$ cat src/rtl/phase_scheduler_pkg.sv
// Shared types and constants for the intersection phase scheduler.
package phase_pkg;

  // Phase encodings, visible on the phase output.
  typedef enum logic [2:0] {
    MAIN_G  = 3'd0,
    MAIN_Y  = 3'd1,
    ALL_RED = 3'd2,
    SIDE_G  = 3'd3,
    SIDE_Y  = 3'd4,
    WALK    = 3'd5,
    RED_RET = 3'd6
  } phase_e;

  // Lamp patterns {R,Y,G}, one-hot.
  localparam logic [2:0] LT_R = 3'b100;
  localparam logic [2:0] LT_Y = 3'b010;
  localparam logic [2:0] LT_G = 3'b001;

  // Interval table indices.
  localparam logic [1:0] SEL_BASE = 2'd0;
  localparam logic [1:0] SEL_EXT  = 2'd1;
  localparam logic [1:0] SEL_YEL  = 2'd2;
  localparam logic [1:0] SEL_WALK = 2'd3;

  // Round-robin pointer values.
  localparam logic RR_SIDE = 1'b0;
  localparam logic RR_WALK = 1'b1;

  // Main-road lamp for a given phase; red whenever main is not moving.
  function automatic logic [2:0] main_lamp(input phase_e p);
    case (p)
      MAIN_G:  main_lamp = LT_G;
      MAIN_Y:  main_lamp = LT_Y;
      default: main_lamp = LT_R;
    endcase
  endfunction

  // Side-street lamp for a given phase.
  function automatic logic [2:0] side_lamp(input phase_e p);
    case (p)
      SIDE_G:  side_lamp = LT_G;
      SIDE_Y:  side_lamp = LT_Y;
      default: side_lamp = LT_R;
    endcase
  endfunction

endpackage

$ cat src/rtl/phase_scheduler_if.sv
// Request, programming and lamp/status bundle of the phase scheduler.
interface phase_scheduler_if #(parameter int CW = 4);
  logic          tick;
  logic          side_req;
  logic          walk_req;
  logic          preempt;
  logic          prog_we;
  logic [1:0]    prog_sel;
  logic [CW-1:0] prog_val;
  logic [2:0]    main_lt;
  logic [2:0]    side_lt;
  logic          walk_on;
  logic [2:0]    phase;
  logic [CW-1:0] remaining;
  logic          side_ack;
  logic          walk_ack;
  logic          prog_ack;

  modport master (
    output tick, side_req, walk_req, preempt, prog_we, prog_sel, prog_val,
    input  main_lt, side_lt, walk_on, phase, remaining, side_ack, walk_ack, prog_ack
  );

  modport slave (
    input  tick, side_req, walk_req, preempt, prog_we, prog_sel, prog_val,
    output main_lt, side_lt, walk_on, phase, remaining, side_ack, walk_ack, prog_ack
  );
endinterface

$ cat src/rtl/phase_scheduler_interval_table.sv
// Programmable 4-entry interval register file with defaults and a
// read port that never returns zero (a zero interval means one tick).
module interval_table
  import phase_pkg::*;
#(
  parameter int CW       = 4,
  parameter int BASE_DEF = 6,
  parameter int EXT_DEF  = 3,
  parameter int YEL_DEF  = 2,
  parameter int WALK_DEF = 4
) (
  input  logic          clk,
  input  logic          rst,
  input  logic          we,
  input  logic [1:0]    wsel,
  input  logic [CW-1:0] wval,
  output logic          ack,
  input  logic [1:0]    rsel,
  output logic [CW-1:0] rval
);

  logic [CW-1:0] tbl_r [4];
  logic          ack_r;
  logic [CW-1:0] raw_s;

  // Table storage: defaults on reset, otherwise take the written entry.
  always_ff @(posedge clk) begin
    if (rst) begin
      tbl_r[SEL_BASE] <= CW'(BASE_DEF);
      tbl_r[SEL_EXT]  <= CW'(EXT_DEF);
      tbl_r[SEL_YEL]  <= CW'(YEL_DEF);
      tbl_r[SEL_WALK] <= CW'(WALK_DEF);
    end else if (we) begin
      tbl_r[wsel] <= wval;
    end
  end

  // Write acknowledge, one cycle after each accepted write.
  always_ff @(posedge clk) begin
    if (rst) begin
      ack_r <= 1'b0;
    end else begin
      ack_r <= we;
    end
  end

  // Zero-clamped read of the selected entry.
  always_comb begin
    raw_s = tbl_r[rsel];
    if (raw_s == '0) begin
      rval = CW'(1);
    end else begin
      rval = raw_s;
    end
  end

  assign ack = ack_r;

endmodule

$ cat src/rtl/phase_scheduler.sv
// Intersection phase controller: tick-driven countdown, round-robin
// side/walk arbitration and level-sensitive emergency preempt.
module phase_scheduler
  import phase_pkg::*;
#(
  parameter int BASE_DEF = 6,
  parameter int EXT_DEF  = 3,
  parameter int YEL_DEF  = 2,
  parameter int WALK_DEF = 4,
  parameter int CW       = 4
) (
  input logic          clk,
  input logic          rst,
  phase_scheduler_if.slave bus
);

  phase_e        state_r, next_state_s;
  logic [CW-1:0] remaining_r, remaining_next_s, interval_s, load_val_s;
  logic [1:0]    rd_sel_s;
  logic          side_pend_r, walk_pend_r, rr_r, rr_next_s;
  logic          grant_side_s, grant_walk_s, expire_s;
  logic [2:0]    main_lt_r, side_lt_r;
  logic          walk_on_r, side_ack_r, walk_ack_r, prog_ack_s;

  interval_table #(
    .CW(CW), .BASE_DEF(BASE_DEF), .EXT_DEF(EXT_DEF),
    .YEL_DEF(YEL_DEF), .WALK_DEF(WALK_DEF)
  ) u_table (
    .clk  (clk),
    .rst  (rst),
    .we   (bus.prog_we),
    .wsel (bus.prog_sel),
    .wval (bus.prog_val),
    .ack  (prog_ack_s),
    .rsel (rd_sel_s),
    .rval (interval_s)
  );

  // Next phase, grant decision and round-robin update.
  always_comb begin
    next_state_s = state_r;
    grant_side_s = 1'b0;
    grant_walk_s = 1'b0;
    rr_next_s    = rr_r;
    expire_s     = bus.tick && (remaining_r == CW'(1));
    case (state_r)
      MAIN_G: begin
        if (bus.tick && (remaining_r <= CW'(1)) && (side_pend_r || walk_pend_r) && !bus.preempt) begin
          next_state_s = MAIN_Y;
        end else begin
          next_state_s = MAIN_G;
        end
      end
      MAIN_Y: begin
        if (expire_s) next_state_s = ALL_RED;
        else          next_state_s = MAIN_Y;
      end
      ALL_RED: begin
        if (!expire_s) begin
          next_state_s = ALL_RED;
        end else if (bus.preempt) begin
          next_state_s = RED_RET;
        end else if (side_pend_r && walk_pend_r) begin
          if (rr_r == RR_SIDE) begin
            next_state_s = SIDE_G;
            grant_side_s = 1'b1;
            rr_next_s    = RR_WALK;
          end else begin
            next_state_s = WALK;
            grant_walk_s = 1'b1;
            rr_next_s    = RR_SIDE;
          end
        end else if (side_pend_r) begin
          next_state_s = SIDE_G;
          grant_side_s = 1'b1;
        end else if (walk_pend_r) begin
          next_state_s = WALK;
          grant_walk_s = 1'b1;
        end else begin
          next_state_s = RED_RET;
        end
      end
      SIDE_G: begin
        if (bus.preempt || expire_s) next_state_s = SIDE_Y;
        else                         next_state_s = SIDE_G;
      end
      SIDE_Y: begin
        if (expire_s) next_state_s = RED_RET;
        else          next_state_s = SIDE_Y;
      end
      WALK: begin
        if (bus.preempt || expire_s) next_state_s = RED_RET;
        else                         next_state_s = WALK;
      end
      RED_RET: begin
        if (expire_s) next_state_s = MAIN_G;
        else          next_state_s = RED_RET;
      end
      default: next_state_s = MAIN_G;
    endcase
  end

  // Interval to load for the phase being entered, and the countdown update.
  always_comb begin
    case (next_state_s)
      MAIN_G:  rd_sel_s = SEL_BASE;
      SIDE_G:  rd_sel_s = SEL_EXT;
      WALK:    rd_sel_s = SEL_WALK;
      default: rd_sel_s = SEL_YEL;
    endcase
    case (next_state_s)
      ALL_RED, RED_RET: load_val_s = CW'(1);
      default:          load_val_s = interval_s;
    endcase
    if (next_state_s != state_r) begin
      remaining_next_s = load_val_s;
    end else if (bus.tick && (remaining_r != '0)) begin
      remaining_next_s = remaining_r - CW'(1);
    end else begin
      remaining_next_s = remaining_r;
    end
  end

  // Phase, countdown, request latches and registered lamp/ack outputs.
  always_ff @(posedge clk) begin
    if (rst) begin
      state_r     <= MAIN_G;
      remaining_r <= CW'(BASE_DEF);
      side_pend_r <= 1'b0;
      walk_pend_r <= 1'b0;
      rr_r        <= RR_SIDE;
      main_lt_r   <= LT_G;
      side_lt_r   <= LT_R;
      walk_on_r   <= 1'b0;
      side_ack_r  <= 1'b0;
      walk_ack_r  <= 1'b0;
    end else begin
      state_r     <= next_state_s;
      remaining_r <= remaining_next_s;
      side_pend_r <= grant_side_s ? 1'b0 : (side_pend_r | bus.side_req);
      walk_pend_r <= grant_walk_s ? 1'b0 : (walk_pend_r | bus.walk_req);
      rr_r        <= rr_next_s;
      main_lt_r   <= main_lamp(next_state_s);
      side_lt_r   <= side_lamp(next_state_s);
      walk_on_r   <= (next_state_s == WALK);
      side_ack_r  <= grant_side_s;
      walk_ack_r  <= grant_walk_s;
    end
  end

  assign bus.phase     = state_r;
  assign bus.remaining = remaining_r;
  assign bus.main_lt   = main_lt_r;
  assign bus.side_lt   = side_lt_r;
  assign bus.walk_on   = walk_on_r;
  assign bus.side_ack  = side_ack_r;
  assign bus.walk_ack  = walk_ack_r;
  assign bus.prog_ack  = prog_ack_s;

endmodule

$ cat src/flat_wrapper.sv
// flat-port wrapper written by rule: the top's interface ports become plain ports
module phase_scheduler_flat import phase_pkg::*;
#(
  parameter int BASE_DEF = 6,
  parameter int EXT_DEF  = 3,
  parameter int YEL_DEF  = 2,
  parameter int WALK_DEF = 4,
  parameter int CW       = 4
)
  (clk, rst, bus_tick, bus_side_req, bus_walk_req, bus_preempt, bus_prog_we, bus_prog_sel, bus_prog_val, bus_main_lt, bus_side_lt, bus_walk_on, bus_phase, bus_remaining, bus_side_ack, bus_walk_ack, bus_prog_ack);
  phase_scheduler_if #(.CW(CW)) bus_i ();
  input logic clk;
  input logic rst;
  input wire logic [$bits(bus_i.tick)-1:0] bus_tick;
  input wire logic [$bits(bus_i.side_req)-1:0] bus_side_req;
  input wire logic [$bits(bus_i.walk_req)-1:0] bus_walk_req;
  input wire logic [$bits(bus_i.preempt)-1:0] bus_preempt;
  input wire logic [$bits(bus_i.prog_we)-1:0] bus_prog_we;
  input wire logic [$bits(bus_i.prog_sel)-1:0] bus_prog_sel;
  input wire logic [$bits(bus_i.prog_val)-1:0] bus_prog_val;
  output wire logic [$bits(bus_i.main_lt)-1:0] bus_main_lt;
  output wire logic [$bits(bus_i.side_lt)-1:0] bus_side_lt;
  output wire logic [$bits(bus_i.walk_on)-1:0] bus_walk_on;
  output wire logic [$bits(bus_i.phase)-1:0] bus_phase;
  output wire logic [$bits(bus_i.remaining)-1:0] bus_remaining;
  output wire logic [$bits(bus_i.side_ack)-1:0] bus_side_ack;
  output wire logic [$bits(bus_i.walk_ack)-1:0] bus_walk_ack;
  output wire logic [$bits(bus_i.prog_ack)-1:0] bus_prog_ack;
  assign bus_i.tick = bus_tick;
  assign bus_i.side_req = bus_side_req;
  assign bus_i.walk_req = bus_walk_req;
  assign bus_i.preempt = bus_preempt;
  assign bus_i.prog_we = bus_prog_we;
  assign bus_i.prog_sel = bus_prog_sel;
  assign bus_i.prog_val = bus_prog_val;
  assign bus_main_lt = bus_i.main_lt;
  assign bus_side_lt = bus_i.side_lt;
  assign bus_walk_on = bus_i.walk_on;
  assign bus_phase = bus_i.phase;
  assign bus_remaining = bus_i.remaining;
  assign bus_side_ack = bus_i.side_ack;
  assign bus_walk_ack = bus_i.walk_ack;
  assign bus_prog_ack = bus_i.prog_ack;
  phase_scheduler #(.BASE_DEF(BASE_DEF), .EXT_DEF(EXT_DEF), .YEL_DEF(YEL_DEF), .WALK_DEF(WALK_DEF), .CW(CW)) u_core (.clk(clk), .rst(rst), .bus(bus_i));
endmodule
$ cat config.mk
export PLATFORM = sky130hd
export DESIGN_NAME = phase_scheduler_flat
export DESIGN_NICKNAME = d
export VERILOG_FILES = /design/src/rtl/phase_scheduler_pkg.sv /design/src/rtl/phase_scheduler_if.sv /design/src/rtl/phase_scheduler_interval_table.sv /design/src/rtl/phase_scheduler.sv /design/src/flat_wrapper.sv
export SDC_FILE = /design/constraint.sdc
export NUM_CORES = 1
export LEC_CHECK = 0
export ABC_AREA = 1
export ABC_CLOCK_PERIOD_IN_PS = 2800
export CAP_MARGIN = 20
export CORE_ASPECT_RATIO = 1.5
export CORE_UTILIZATION = 30
export DETAILED_ROUTE_END_ITERATION = 10
export DONT_BUFFER_PORTS = 1
export GPL_TIMING_DRIVEN = 1
export SLEW_MARGIN = 25
export SYNTH_ARGS = -nofsm -noshare
export SYNTH_HDL_FRONTEND = slang
export SYNTH_SLANG_ARGS = --single-unit
$ cat constraint.sdc
create_clock -name clk -period 2.8 [get_ports clk]
set_input_delay 0.56 -clock clk [delete_from_list [all_inputs] [get_ports clk]]
set_output_delay 0.56 -clock clk [all_outputs]
set_load 0.05 [all_outputs]
==> metrics.csv <==
stage,metric,value,unit
synthesis,number of synthesized register bits,36,
clocking,Num Clock Sinks,36,
hold_path,Worst Hold Depth,1,
synthesis,number of library cell types mapped by synthesis,26,
worst_setup_path,type of element launching the critical path,flip-flop,
synthesis,"top cells by count, synth","sky130_fd_sc_hd__nand2_1 (59), sky130_fd_sc_hd__nor2_1 (37), sky130_fd_sc_hd__inv_1 (26), sky130_fd_sc_hd__nand3_1 (25), sky130_fd_sc_hd__dfxtp_1 (20)",
worst_setup_path,count of buffering cells on the critical path with inverters included,2,
routing,via count,1503,
sta,worst slew slack as a fraction of its limit,0.6138,
worst_setup_path,Critical Path AT,2430,ps
routing,wire length on met2,2266,um
worst_setup_path,cell with the most instances on the worst path,sky130_fd_sc_hd__nand2_1,
hold_path,worst hold path class,in -> reg,
synthesis,async set-reset flop share out of synthesis,0,
power_and_ir_drop,leakage power summed over all cells,0.9143,nW
worst_setup_path,Crit path largest cell delay,340,ps
sta,final period utilization,0.7884,
routing,met3 wire len,137,um
global_route,via count of the first global-routing pass,1495,
routing,via density per instance,4.653,
sta,fin crit period,2208,ps
clocking,Resize count post-CTS,0,
place,placer congestion estimate,0.8692,
worst_setup_path,capture instance of the worst register-to-register path,u_core.bus.remaining[0],
sta,largest clock skew in the final design,1.722,ps
clocking,clock tree from TritonCTS,yes,
sta,Final Hold Violating Endpoints,0,
synthesis,leading cell type by number of instances after synthesis,sky130_fd_sc_hd__nand2_1,
worst_setup_path,category of the critical setup timing path,reg -> reg,
worst_setup_path,Crit path max-delay family,simple AND/OR/NAND/NOR gates,
global_route,residual overflow from global routing,0,
synthesis,Post-Syn Area per Cell,7.681,um^2
cells_and_area,P&R area growth vs syn,11.98,%
synthesis,Synthesis Warnings,0,
clocking,number of buffers added by the clock tree synthesis step,5,
synthesis,netlist area before placement,1828,um^2
run,max cap viols,0,
power_and_ir_drop,pwr dens,521.3,nW/um^2
sta,Hold Slack,338.7,ps
global_route,number of antenna violations at the first check in global routing,0,
cells_and_area,Final Core Density,0.3512,
sta,top achievable clock speed,453.0,MHz
synthesis,"area leader, netlist",sky130_fd_sc_hd__edfxtp_1,
die,site row count,34,
synthesis,cell count after synthesis,238,
place,setup slack after placement,578.7,ps
synthesis,commonest register cell after synthesis,sky130_fd_sc_hd__dfxtp_1,
die,effective utilization at floorplan,0.3137,
clocking,H-tree levels,2,
die,area of the die,6416,um^2
worst_setup_path,launch point of the critical path,u_core.bus.remaining[1],
power_and_ir_drop,maximum ir drop on the vdd rail,0.1862,mV
worst_setup_path,maximum fanout count along the critical path,9,
synthesis,part of the Yosys area used for sequential elements,0.4819,
cells_and_area,fin area,2047,um^2
clocking,root buffer cell,sky130_fd_sc_hd__clkbuf_8,
hold_path,terminating pin of the worst hold path,u_core.bus.remaining[0],
routing,drt drc,0,
worst_setup_path,RR Startpoint,u_core.bus.remaining[1],
routing,number of optimization iterations in the first detailed-route pass,4,
worst_setup_path,R2R setup slack,590,ps
synthesis,post-synthesis net count,254,
routing,First DRT Iteration DRCs,126,
place,placed wire-length estimate after detailed placement,3209,um
worst_setup_path,"logic depth of the worst path, buffers included",17,
worst_setup_path,required time reported for the critical path endpoint,3020,ps
routing,WL final,4028,um
clocking,total setup buffers inserted after CTS,0,
synthesis,"EDFF count, synth",16,
run_status,run status,completed,
cells_and_area,antenna diode instance count,0,
cells_and_area,number of fillers in the final layout,620,
cells_and_area,final-stage net count,266,
die,width of the die,65.74,um
clocking,"Hold-fix buffers, CTS",0,
global_route,pin count of the biggest net entering global routing,13,
cells_and_area,share of cells above drive strength 1,0.1355,
clocking,Bufs on Longest Clock Path,2,
place,count of buffers inserted at the top-level ports,0,
die,height of the chip,97.61,um
global_route,wire length of the first global-routing pass,6534,um
routing,wire per inst,12.47,um
worst_setup_path,chain of cells forming the critical path,inv_1 > ha_1 > nand2_1 > inv_1 > nand2_2 > nand2_1 > nand2_1 > nand3_1 > nor2_4 > nand3_2 > nand3_1 > nand3_1 > nand2_1 > nand3_1 > nand2_1 > nand2_1 > a21oi_1,
routing,Post-Route M1 WL,1523,um
die,number of top-level pins,30,
sta,total negative setup slack,0,ps
sta,transition at the pin with the smallest max-transition slack,575.8,ps
worst_setup_path,crit path capture type,flip-flop,
place,placement-stage cell area,1963,um^2
sta,min setup slack post-route,592.4,ps
sta,max-slew violation count,0,
global_route,overall fraction of global-route tracks in use,0.1364,
routing,top metal layer carrying routed signals,met4,
sta,number of endpoints failing setup at the final stage,0,
die,core area,5828,um^2
routing,"antenna viol nets, final",0,
hold_path,hold path startpoint,rst,
clocking,clock-pin slew of the registers on the worst-case setup and hold paths,70,ps
synthesis,biggest area contributors in the synthesized netlist,"sky130_fd_sc_hd__edfxtp_1 (26%), sky130_fd_sc_hd__dfxtp_1 (22%), sky130_fd_sc_hd__nand2_1 (12%), sky130_fd_sc_hd__nor2_1 (7.6%), sky130_fd_sc_hd__nand3_1 (6.8%)",
clocking,clock network latency to the later pin of the worst-skew pair,280,ps
sta,unrepaired setup endpoints after global routing,no,
worst_setup_path,cell depth of the worst flop-to-flop path,17,
synthesis,Yosys top cell area share,0.2628,
worst_setup_path,slowest stage cell on the critical path,sky130_fd_sc_hd__dfxtp_1,
through the flow:
step	total power, W	std cells
after global routing	0.001116	323
after floorplan	0.0006955	238
after detailed placement	0.0007248	315
after global placement	0.0007239	315
final	0.001067	323
after CTS	0.001073	323
area by class of cell:
class                           instances  area [um^2]  share of cell area
Timing Repair Buffer                    7        52.55             0.02567
Inverter                               31        116.4             0.05685
Multi-Input combinational cell        169        823.3              0.4022
Clock buffer                            6        72.57             0.03545
Clock inverter                          2        11.26            0.005501
Tap cell                               72        90.09             0.04401
Sequential cell                        36        880.8              0.4303
where the power goes:
group / internal (W) / total (W) / switching, W
clock: 0.000172 / 0.000355 / 0.000183
combinational: 0.0000367 / 0.000118 / 0.0000809
sequential: 0.000578 / 0.000594 / 0.0000162
logic make-up (layout without fill, tap and decap cells):
family | Yosys count | count (layout) | share of synthesized area
AO/OA/AOI/OAI | 24 | 24 | 0.08145
XOR/XNOR | 1 | 1 | 0.004792
adder cells (fa/ha/maj) | 3 | 3 | 0.02054
buffers and inverters | 33 | 46 | 0.06776
flip-flops | 36 | 36 | 0.4819
AND/OR/NAND/NOR | 141 | 141 | 0.3436
routing by layer:
layer  vias up  track usage
met4         0      0.06355
met5         -            0
li1        792            -
met1       679       0.1297
met3         7      0.03286
met2        25       0.2590
worst max-delay path by stage:
stage | endpoint | slack (ps)
finish | u_core.bus.remaining[0] | 590
global route | u_core.bus.remaining[1] | 300
global placement | u_core.bus.remaining[0] | 630
floorplan | u_core.bus.remaining[0] | 400
CTS | u_core.bus.remaining[0] | 560
detailed placement | u_core.bus.remaining[0] | 580
registers in the layout, indices dropped and copies added, names as in the netlist:
signal and cells:
u_core.bus.side_lt 3, u_core.bus.remaining 4, u_core.walk_pend_r 1, u_core.bus.walk_on 1
u_core.side_pend_r 1, u_core.u_table.ack 1, u_core.rr_r 1, u_core.bus.side_ack 1
u_core.bus.walk_ack 1, u_core.bus.main_lt 3, u_core.u_table.tbl_r 16, u_core.bus.phase 3
cell usage in the layout (no fill, tap or decap), drive strengths merged:
cell type,netlist,final
xor2,1,1
clkbuf,2,6
o211ai,2,2
o221a,1,1
a211oi,1,1
buf,0,7
a21oi,9,9
o21ai,9,9
clkinvlp,0,1
nor3,3,3
nand4,2,2
edfxtp,16,16
nor2,40,40
nand2,67,67
nand3,28,28
clkinv,0,1
a22oi,1,1
ha,3,3
dfxtp,20,20
o22ai,1,1
inv,31,31
nor4,1,1
Note: power is estimated with default switching activity, not from simulation.
